$ cat src/rtl/spi_ctrl_pkg.sv
// Shared constants and state encoding for the SPI frame controller.
package spi_ctrl_pkg;

    localparam int unsigned DEF_DATA_BYTES = 4;
    localparam int unsigned DEF_ADDR_WIDTH = 7;
    localparam int unsigned CMD_WRITE_BIT  = 7;

    // Controller states; explicit encoding keeps the state register readable in debug dumps.
    typedef enum logic [2:0] {
        ST_IDLE   = 3'd0,
        ST_CMD    = 3'd1,
        ST_DATA   = 3'd2,
        ST_IGNORE = 3'd3,
        ST_DRAIN  = 3'd4
    } ctrl_state_e;

endpackage

$ cat src/rtl/sipo_shift_register.sv
// Serial-in parallel-out byte assembler, LSB received first.
module sipo_shift_register #(
    parameter int unsigned WIDTH = 8
) (
    input  logic             clk,
    input  logic             rstn,
    input  logic             enable,
    input  logic             serial_in,
    output logic [WIDTH-1:0] out,
    output logic             output_valid
);

    localparam int unsigned CNT_W = (WIDTH > 1) ? $clog2(WIDTH) : 1;

    logic [CNT_W-1:0] bit_cnt;

    // Shift right so the first bit ends up in out[0]; reset is synchronous because it
    // also carries the frame-start pulse, which is generated combinationally.
    always_ff @(posedge clk) begin
        if (!rstn) begin
            out          <= '0;
            bit_cnt      <= '0;
            output_valid <= 1'b0;
        end else begin
            output_valid <= 1'b0;
            if (enable) begin
                out <= {serial_in, out[WIDTH-1:1]};
                if (bit_cnt == CNT_W'(WIDTH - 1)) begin
                    bit_cnt      <= '0;
                    output_valid <= 1'b1;
                end else begin
                    bit_cnt <= bit_cnt + CNT_W'(1);
                end
            end
        end
    end

endmodule

$ cat src/rtl/spi_frame_controller.sv
// SPI slave frame decoder: command byte, then little-endian words written to a register bank.
module spi_frame_controller
    import spi_ctrl_pkg::*;
#(
    parameter int unsigned DATA_BYTES  = DEF_DATA_BYTES,
    parameter int unsigned ADDR_WIDTH  = DEF_ADDR_WIDTH,
    parameter int unsigned SYNC_STAGES = 2
) (
    input  logic                    clk,
    input  logic                    rst,
    input  logic                    sck,
    input  logic                    mosi,
    input  logic                    cs_n,
    output logic [ADDR_WIDTH-1:0]   wr_addr,
    output logic [8*DATA_BYTES-1:0] wr_data,
    output logic                    wr_valid,
    input  logic                    wr_ready,
    output logic                    busy,
    output logic                    frame_error,
    output logic [15:0]             frame_count
);

    localparam int unsigned WORD_W = 8 * DATA_BYTES;
    localparam int unsigned BIDX_W = (DATA_BYTES > 1) ? $clog2(DATA_BYTES) : 1;
    localparam int unsigned SET_W  = $clog2(SYNC_STAGES + 1);

    // Synchronizers and edge detection
    logic [SYNC_STAGES-1:0] sck_sync;
    logic [SYNC_STAGES-1:0] mosi_sync;
    logic [SYNC_STAGES-1:0] cs_sync;
    logic                   sck_prev;
    logic                   cs_prev;
    logic [SET_W-1:0]       settle_cnt;
    logic                   armed;

    logic sck_s;
    logic mosi_s;
    logic cs_s;
    logic settled_c;
    logic sck_rise_c;
    logic cs_rise_c;
    logic start_edge_c;

    assign sck_s        = sck_sync[SYNC_STAGES-1];
    assign mosi_s       = mosi_sync[SYNC_STAGES-1];
    assign cs_s         = cs_sync[SYNC_STAGES-1];
    assign settled_c    = (settle_cnt == SET_W'(SYNC_STAGES));
    assign sck_rise_c   = sck_s && !sck_prev;
    assign cs_rise_c    = cs_s && !cs_prev;
    // A falling edge only counts once cs_n has been seen high after reset, so a frame
    // already in flight at reset release is skipped.
    assign start_edge_c = armed && cs_prev && !cs_s;

    // Controller state
    ctrl_state_e           state;
    ctrl_state_e           state_n;
    logic [ADDR_WIDTH-1:0] addr_ptr;
    logic [ADDR_WIDTH-1:0] addr_ptr_n;
    logic [BIDX_W-1:0]     byte_idx;
    logic [BIDX_W-1:0]     byte_idx_n;
    logic [2:0]            bit_cnt;
    logic [2:0]            bit_cnt_n;
    logic [WORD_W-1:0]     word_acc;
    logic [WORD_W-1:0]     word_acc_n;
    logic                  got_word;
    logic                  got_word_n;
    logic                  start_pend;
    logic                  start_pend_n;
    logic [ADDR_WIDTH-1:0] wr_addr_n;
    logic [WORD_W-1:0]     wr_data_n;
    logic                  wr_valid_n;
    logic                  busy_n;
    logic                  frame_error_n;
    logic [15:0]           frame_count_n;

    logic                  frame_start_c;
    logic                  do_start_c;
    logic                  active_c;
    logic                  sck_en_c;
    logic                  accept_c;
    logic                  pend_c;
    logic                  end_err_c;
    logic [WORD_W-1:0]     acc_c;
    logic                  sipo_rstn_c;

    logic [7:0]            byte_out;
    logic                  byte_valid;

    assign active_c    = (state == ST_CMD) || (state == ST_DATA) || (state == ST_IGNORE);
    assign sck_en_c    = sck_rise_c && !cs_s && active_c;
    assign accept_c    = wr_valid && wr_ready;
    assign sipo_rstn_c = !(rst || frame_start_c);

    // Bring the serial link into the clk domain and track edges and post-reset arming.
    always_ff @(posedge clk or posedge rst) begin
        if (rst) begin
            sck_sync   <= '0;
            mosi_sync  <= '0;
            cs_sync    <= '1;
            sck_prev   <= 1'b0;
            cs_prev    <= 1'b1;
            settle_cnt <= '0;
            armed      <= 1'b0;
        end else begin
            sck_sync  <= SYNC_STAGES'({sck_sync, sck});
            mosi_sync <= SYNC_STAGES'({mosi_sync, mosi});
            cs_sync   <= SYNC_STAGES'({cs_sync, cs_n});
            sck_prev  <= sck_s;
            cs_prev   <= cs_s;
            if (!settled_c) begin
                settle_cnt <= settle_cnt + SET_W'(1);
            end
            if (settled_c && cs_s) begin
                armed <= 1'b1;
            end
        end
    end

    // Byte assembly from qualified sck edges.
    sipo_shift_register #(
        .WIDTH (8)
    ) u_sipo (
        .clk          (clk),
        .rstn         (sipo_rstn_c),
        .enable       (sck_en_c),
        .serial_in    (mosi_s),
        .out          (byte_out),
        .output_valid (byte_valid)
    );

    // Controller register bank.
    always_ff @(posedge clk or posedge rst) begin
        if (rst) begin
            state       <= ST_IDLE;
            addr_ptr    <= '0;
            byte_idx    <= '0;
            bit_cnt     <= '0;
            word_acc    <= '0;
            got_word    <= 1'b0;
            start_pend  <= 1'b0;
            wr_addr     <= '0;
            wr_data     <= '0;
            wr_valid    <= 1'b0;
            busy        <= 1'b0;
            frame_error <= 1'b0;
            frame_count <= '0;
        end else begin
            state       <= state_n;
            addr_ptr    <= addr_ptr_n;
            byte_idx    <= byte_idx_n;
            bit_cnt     <= bit_cnt_n;
            word_acc    <= word_acc_n;
            got_word    <= got_word_n;
            start_pend  <= start_pend_n;
            wr_addr     <= wr_addr_n;
            wr_data     <= wr_data_n;
            wr_valid    <= wr_valid_n;
            busy        <= busy_n;
            frame_error <= frame_error_n;
            frame_count <= frame_count_n;
        end
    end

    // Next-state and datapath: byte handling first, then frame-end bookkeeping.
    always_comb begin
        state_n       = state;
        addr_ptr_n    = addr_ptr;
        byte_idx_n    = byte_idx;
        bit_cnt_n     = bit_cnt;
        word_acc_n    = word_acc;
        got_word_n    = got_word;
        start_pend_n  = start_pend;
        wr_addr_n     = wr_addr;
        wr_data_n     = wr_data;
        wr_valid_n    = accept_c ? 1'b0 : wr_valid;
        busy_n        = busy;
        frame_error_n = frame_error;
        frame_count_n = frame_count;
        frame_start_c = 1'b0;
        do_start_c    = 1'b0;
        pend_c        = 1'b0;
        end_err_c     = 1'b0;
        acc_c         = word_acc;

        case (state)
            ST_IDLE: begin
                if (start_edge_c) begin
                    do_start_c = 1'b1;
                end
            end

            ST_DRAIN: begin
                // Remember a frame start seen while the last word waits; act on it after the handshake.
                pend_c       = start_pend || start_edge_c;
                start_pend_n = pend_c && !cs_s;
                if (accept_c) begin
                    start_pend_n = 1'b0;
                    if (pend_c && !cs_s) begin
                        do_start_c = 1'b1;
                    end else begin
                        state_n = ST_IDLE;
                    end
                end
            end

            ST_CMD, ST_DATA, ST_IGNORE: begin
                if (sck_en_c) begin
                    bit_cnt_n = bit_cnt + 3'd1;
                end

                if (byte_valid) begin
                    if (state == ST_CMD) begin
                        addr_ptr_n = byte_out[ADDR_WIDTH-1:0];
                        byte_idx_n = '0;
                        state_n    = byte_out[CMD_WRITE_BIT] ? ST_DATA : ST_IGNORE;
                    end else if (state == ST_DATA) begin
                        for (int b = 0; b < int'(DATA_BYTES); b++) begin
                            if (byte_idx == BIDX_W'(b)) begin
                                acc_c[8*b +: 8] = byte_out;
                            end
                        end
                        word_acc_n = acc_c;
                        if (byte_idx == BIDX_W'(DATA_BYTES - 1)) begin
                            byte_idx_n = '0;
                            got_word_n = 1'b1;
                            addr_ptr_n = addr_ptr + ADDR_WIDTH'(1);
                            if (wr_valid && !wr_ready) begin
                                // Overrun: keep the pending word, drop this one.
                                frame_error_n = 1'b1;
                            end else begin
                                wr_valid_n = 1'b1;
                                wr_data_n  = acc_c;
                                wr_addr_n  = addr_ptr;
                            end
                        end else begin
                            byte_idx_n = byte_idx + BIDX_W'(1);
                        end
                    end
                end

                if (cs_rise_c) begin
                    // Partial byte, partial word or a bare command byte makes the frame bad.
                    end_err_c = frame_error_n;
                    if (state_n == ST_CMD) begin
                        end_err_c = 1'b1;
                    end else if (state_n == ST_DATA &&
                                 (bit_cnt_n != 3'd0 || byte_idx_n != '0 || !got_word_n)) begin
                        end_err_c = 1'b1;
                    end
                    frame_error_n = end_err_c;
                    if (!end_err_c) begin
                        frame_count_n = frame_count + 16'd1;
                    end
                    busy_n  = 1'b0;
                    state_n = wr_valid_n ? ST_DRAIN : ST_IDLE;
                end
            end

            default: begin
                state_n = ST_IDLE;
            end
        endcase

        if (do_start_c) begin
            frame_start_c = 1'b1;
            state_n       = ST_CMD;
            frame_error_n = 1'b0;
            busy_n        = 1'b1;
            bit_cnt_n     = '0;
            byte_idx_n    = '0;
            got_word_n    = 1'b0;
            start_pend_n  = 1'b0;
        end
    end

endmodule

$ cat config.mk
export PLATFORM = sky130hd
export DESIGN_NAME = spi_frame_controller
export DESIGN_NICKNAME = d
export VERILOG_FILES = /design/src/rtl/spi_ctrl_pkg.sv /design/src/rtl/sipo_shift_register.sv /design/src/rtl/spi_frame_controller.sv
export SDC_FILE = /design/constraint.sdc
export NUM_CORES = 1
export LEC_CHECK = 0
export ABC_AREA = 0
export ABC_CLOCK_PERIOD_IN_PS = 3450
export CAP_MARGIN = 20
export CORE_MARGIN = 2
export CORE_UTILIZATION = 51
export DETAILED_ROUTE_END_ITERATION = 6
export HOLD_SLACK_MARGIN = 0.05
export PLACE_DENSITY = 0.76
export SLEW_MARGIN = 20
export SYNTH_ARGS = -nofsm -noshare
export SYNTH_HDL_FRONTEND = slang
export SYNTH_SLANG_ARGS = --single-unit
$ cat constraint.sdc
create_clock -name clk -period 3.45 [get_ports clk]
set_input_delay 0.5175 -clock clk [delete_from_list [all_inputs] [get_ports clk]]
set_output_delay 0.5175 -clock clk [all_outputs]
set_load 0.05 [all_outputs]
# == After elaboration in Yosys (flattened, before gate mapping) ==
# Cells that the tools add are included.
# classes
n_div,0
order_cmp,0
mul,0
muxes,68
addsub,6
shifts,0
bitwise_logic,4
reduce_logical,39
n_eq_ne,14
# op_table
operator,count
$mux W1,39
$mux W3,13
$mux W8,4
$mux W7,3
$add A16 B1 Y16 const B,1
$mux W2,7
$reduce_bool A2 Y1,6
$logic_and A1 B1 Y1,11
$eq A3 B2 Y1 const B,3
$pmux W3 S3,1
$reduce_and A4 Y1,2
$add A7 B1 Y7 const B,1
$add A3 B1 Y3 const B,2
$eq A2 B2 Y1 const B,3
$eq A3 B1 Y1 const B,2
$eq A3 B3 Y1 const B,2
$logic_or A1 B1 Y1,6
$ne A3 B3 Y1 const B,2
$reduce_and A3 Y1,2
$reduce_and A6 Y1,1
$logic_not A1 Y1,5
$add A2 B1 Y2 const B,2
$not A1 Y1,4
$logic_not A3 Y1,1
8 further kinds,8
# totals
input_bits,6
word_cells,154
output_inout_bits,58
memories,0
register_bits,130
latch_bits,0
ram_bits,0
romBits,0

# == Longest topological paths before layout ==
# logic_depth
word_depth,17
depth_mapped,9
depth_no_buf,8

# == By module ==
# Synthesis repeated with hierarchy kept, for this count alone.
# hier_totals
hier_cells,477
area_unflattened_um2,5418.9
# modules_own_cells
module,area_per_inst_um2,cells_each,seq_area_each_um2,instances
spi_frame_controller,4939.7,437,2756.4,1
sipo_shift_register,479.2,40,240.2,1

# == Worst setup path before layout ==
# No wires, ideal clock.
# synth_path
path_kind,register to register
startpoint,register state[1]
endpoint,register frame_count[1]
path_buffers,2
path_stages_with_launch,8
setup_ns,0.125
synth_period_minus_slack_ns,2.248
t_arrival_ns,2.123
path_slack_ns,1.202
required_ns,3.325
path_cell_list,dfrtp_1 -> or3b_2 -> clkbuf_1 -> o2111ai_1 -> nor2_1 -> a41oi_4 -> buf_6 -> mux2_2
# synth_between
elab_chain_len,16
elab_cells_between_ends,37
classes_between,5 x eq/ne; 20 x mux; 1 x bitwise; 11 x reduce/logical
# synth_lines
element,line,rtl
start: declaration,spi_frame_controller.sv:55,ctrl_state_e state;
start signal: assignment,spi_frame_controller.sv:148,state <= state_n;
$eq A3 B1 Y1 or $eq A3 B2 Y1 (tied branches),n/a,
$logic_or A1 B1 Y1 (2 in series),spi_frame_controller.sv:89,assign active_c = (state == ST_CMD) || (state == ST_DATA) || (state == ST_IGNORE);
$logic_and A1 B1 Y1,spi_frame_controller.sv:90,assign sck_en_c = sck_rise_c && !cs_s && active_c;
$mux W3,spi_frame_controller.sv:207,if (sck_en_c) begin
$mux W3,spi_frame_controller.sv:185,case (state)
$reduce_bool A3 Y1,spi_frame_controller.sv:247,(bit_cnt_n != 3'd0 || byte_idx_n != '0 || !got_word_n)) begin
$logic_or A1 B1 Y1 (2 in series),spi_frame_controller.sv:247,
$logic_and A1 B1 Y1,spi_frame_controller.sv:246,end else if (state_n == ST_DATA &&
$mux W1,spi_frame_controller.sv:246,
$mux W1,spi_frame_controller.sv:244,if (state_n == ST_CMD) begin
$mux W1,spi_frame_controller.sv:241,if (cs_rise_c) begin
$mux W1,spi_frame_controller.sv:185,
$not A1 Y1 (no line),n/a,
$reduce_and A3 Y1 (no line) *,n/a,
end signal: assignment,spi_frame_controller.sv:160,frame_count <= frame_count_n;
end: declaration,spi_frame_controller.sv:20,output logic [15:0] frame_count
# Mark *: on every way between the ends. The rest lies on a longest branch, timed or not. The select of a mux whose other input is x is not followed.
# A chain may end at the register's enable or synchronous reset.

# == Worst setup path in the final report ==
# layout_path
startpoint,register state[0]
endpoint,register frame_count[1]
# Same word-level chain as after synthesis.

==> results_dict.tcl <==
set metrics [dict create \
    ys_seq_area_frac 0.557 \
    synth_most_common_cell "dfrtp_1" \
    yosys.area.top_type "dfrtp_1" \
    dieArea_sq_mm 0.0121 \
    rsz0062_at_grt "false" \
    post_cts_buffers 0 \
    status "completed" \
    r2r_setup_slack_ns 0.77 \
    worst_pin_slew_ns 0.924 \
    cts_tree "built" \
    synth_cells 517 \
    critPathCaptureType "register" \
    fin_total_pwr_mw 3.91 \
    instances_no_fill 726 \
    hold_viol_final 0 \
    final_area_sq_mm 0.00701 \
    overflow 0 \
    cts_resized 0 \
    timing.slew.headroom 0.383 \
    setup_viol 0 \
    critPathMaxFanout 17 \
    synth.distinct_cells 54 \
    ys.flop_type "dfrtp_1" \
    drc 0 \
    synthToLayoutAreaGrowth_pct 22.1 \
    fin_skew_ns 0.0160 \
    grt_pass1_vias 3835 \
    die_w_um 110 \
    num_vias 3912 \
    drt-initial-drc-count 258 \
    critPathKind "reg -> reg" \
    rows 38 \
    placed_cell_area_sq_mm 0.00647 \
    synth-seq-cells 130 \
    hold_buffers 0 \
    die_height_um 110 \
    cts-buffers-inserted 17 \
    drt-total-wl_um 11300 \
    diodes 0 \
    h-tree-depth 4 \
    synth_top_area_share 0.501 \
    syn_area_sq_mm 0.00574 \
    nNetsFinal 589 \
    drive_gt1_frac 0.169 \
    maxCapViolCount 0 \
    ir_drop_mv 0.450 \
    max_freq_mhz 373 \
    synth_common_cells "dfrtp_1 (115), nand2_1 (80), o21ai_0 (42)" \
    boundaryPins 64 \
    critPathArrivalTime_ns 2.98 \
    tns_ns 0 \
    antenna_left 0 \
    grt_use_total 0.207 \
    vias_per_cell 5.39 \
    period_needed_ns 2.68 \
    cp.required_ns 3.75 \
    clk_pin_slew_ns 0.06 \
    place_congestion 0.829 \
    dp_hpwl_um 7450 \
    antenna_found_initial 0 \
    synth_fp_nets 533 \
    worstSkewPairLatency_ns 0.41 \
    clock_sinks 130 \
    coreArea_sq_mm 0.0109 \
    cp-start-kind "register" \
    post-place-cells 694 \
    yosys-top-cells-area "dfrtp_1 (50%), mux2_2 (7.8%), mux2i_1 (5.8%)" \
    fin_hold_ws_ns 0.355 \
    cts_root_buffer "clkbuf_16" \
    power_leakage_nw 3.03 \
    dr.pass1.iters 4 \
    synth_warnings 0 \
    powerDensity_mw_per_mm2 558 \
    syn_area_per_cell_sq_um 11.1 \
    drv_slew 0 \
    synth_edf_count 0 \
    postSynth.asyncResetShare 0.908 \
    io_buffers 63 \
    grt_pass1_wl_um 18900 \
    clockBufferDepth 2 \
    wire_per_inst_um 15.6 \
    grt_max_degree 67 \
    initial_core_util 0.525 \
    fin_crit_sh 0.778 \
    worstHoldPathType "reg -> reg" \
]
registers in the layout (all words and copies together), names as in the netlist, 2 cells and up:
| name | cells |
|---|---|
| frame_count | 16 |
| u_sipo.bit_cnt | 3 |
| wr_data | 32 |
| cs_sync | 2 |
| wr_addr | 7 |
| u_sipo.out | 8 |
| word_acc | 32 |
| state | 3 |
| settle_cnt | 2 |
| sck_sync | 2 |
| bit_cnt | 3 |
| mosi_sync | 2 |
| byte_idx | 2 |
| addr_ptr | 7 |
stage by stage:
| step | worst slack (ns) | util |
|---|---|---|
| final | 0.767 | 0.641 |
| after global routing | 0.617 | 0.641 |
| after CTS | 0.782 | 0.641 |
| after detailed placement | 0.775 | 0.591 |
| after global placement | 0.814 | 0.591 |
| after floorplan | 1.20 | - |
critical path, stage by stage, from the launching register on:
cell and delay (ns):
dfrtp_1 0.56, or3b_2 0.64, o2111ai_1 0.27, nor2_1 0.10, a41oi_4 0.58, mux2_2 0.40
report_power, final:
group	switching [mW]	leakage (nW)	internal, mW
clock network	0.686	0.249	0.946
registers	0.0891	1.65	1.59
logic	0.391	1.13	0.203
total	1.17	3.03	2.74
final timing paths:
kind | to | cells after the start | startpoint
min | cs_sync[1] | 0 | cs_sync[0]
min in group asynchronous | mosi_sync[0] | 2 | rst
max in group asynchronous | word_acc[26] | 3 | rst
min reg2reg | cs_sync[1] | 0 | cs_sync[0]
max reg2reg | frame_count[1] | 5 | state[0]
max | frame_count[1] | 5 | state[0]
layer usage:
layer,wire length (um),part of all wire,track usage,vias to the layer above
met2,5480,0.48,0.330,102
met5,0,0,0,-
li1,-,-,-,1895
met3,491,0.043,0.0535,7
met1,5280,0.47,0.277,1908
met4,61,0.0054,0.0670,0
area by class of cell:
| type | count | area (sq um) |
|---|---|---|
| fillers | 888 | 3920 |
| multi-input cells | 340 | 2330 |
| clock buffers | 19 | 443 |
| well taps | 140 | 175 |
| inverters | 15 | 60.1 |
| repair buffers | 69 | 701 |
| clock inverters | 13 | 103 |
| flip-flops and latches | 130 | 3200 |
cell usage in the layout, fill, tap and decap left out, types with 13 or more instances in the layout:
cell | netlist | layout
dfrtp_1 | 115 | 115
nand2_1 | 80 | 80
clkdlybuf4s50_1 | 0 | 63
o21ai_0 | 42 | 42
mux2_2 | 40 | 40
mux2i_1 | 33 | 33
a21oi_1 | 22 | 22
nor2_1 | 18 | 18
clkbuf_16 | 0 | 17
inv_1 | 15 | 14
nand3_1 | 13 | 13
logic make-up after synthesis:
group | synth area share
muxes | 0.136
and+or+nand+nor | 0.131
adders and majority gates | 0.0218
AOI/OAI and AO/OA | 0.0904
buffers and inverters | 0.0370
xor gates and xnor gates | 0.0275
DFF | 0.557
(Power assumes the default switching activity.)
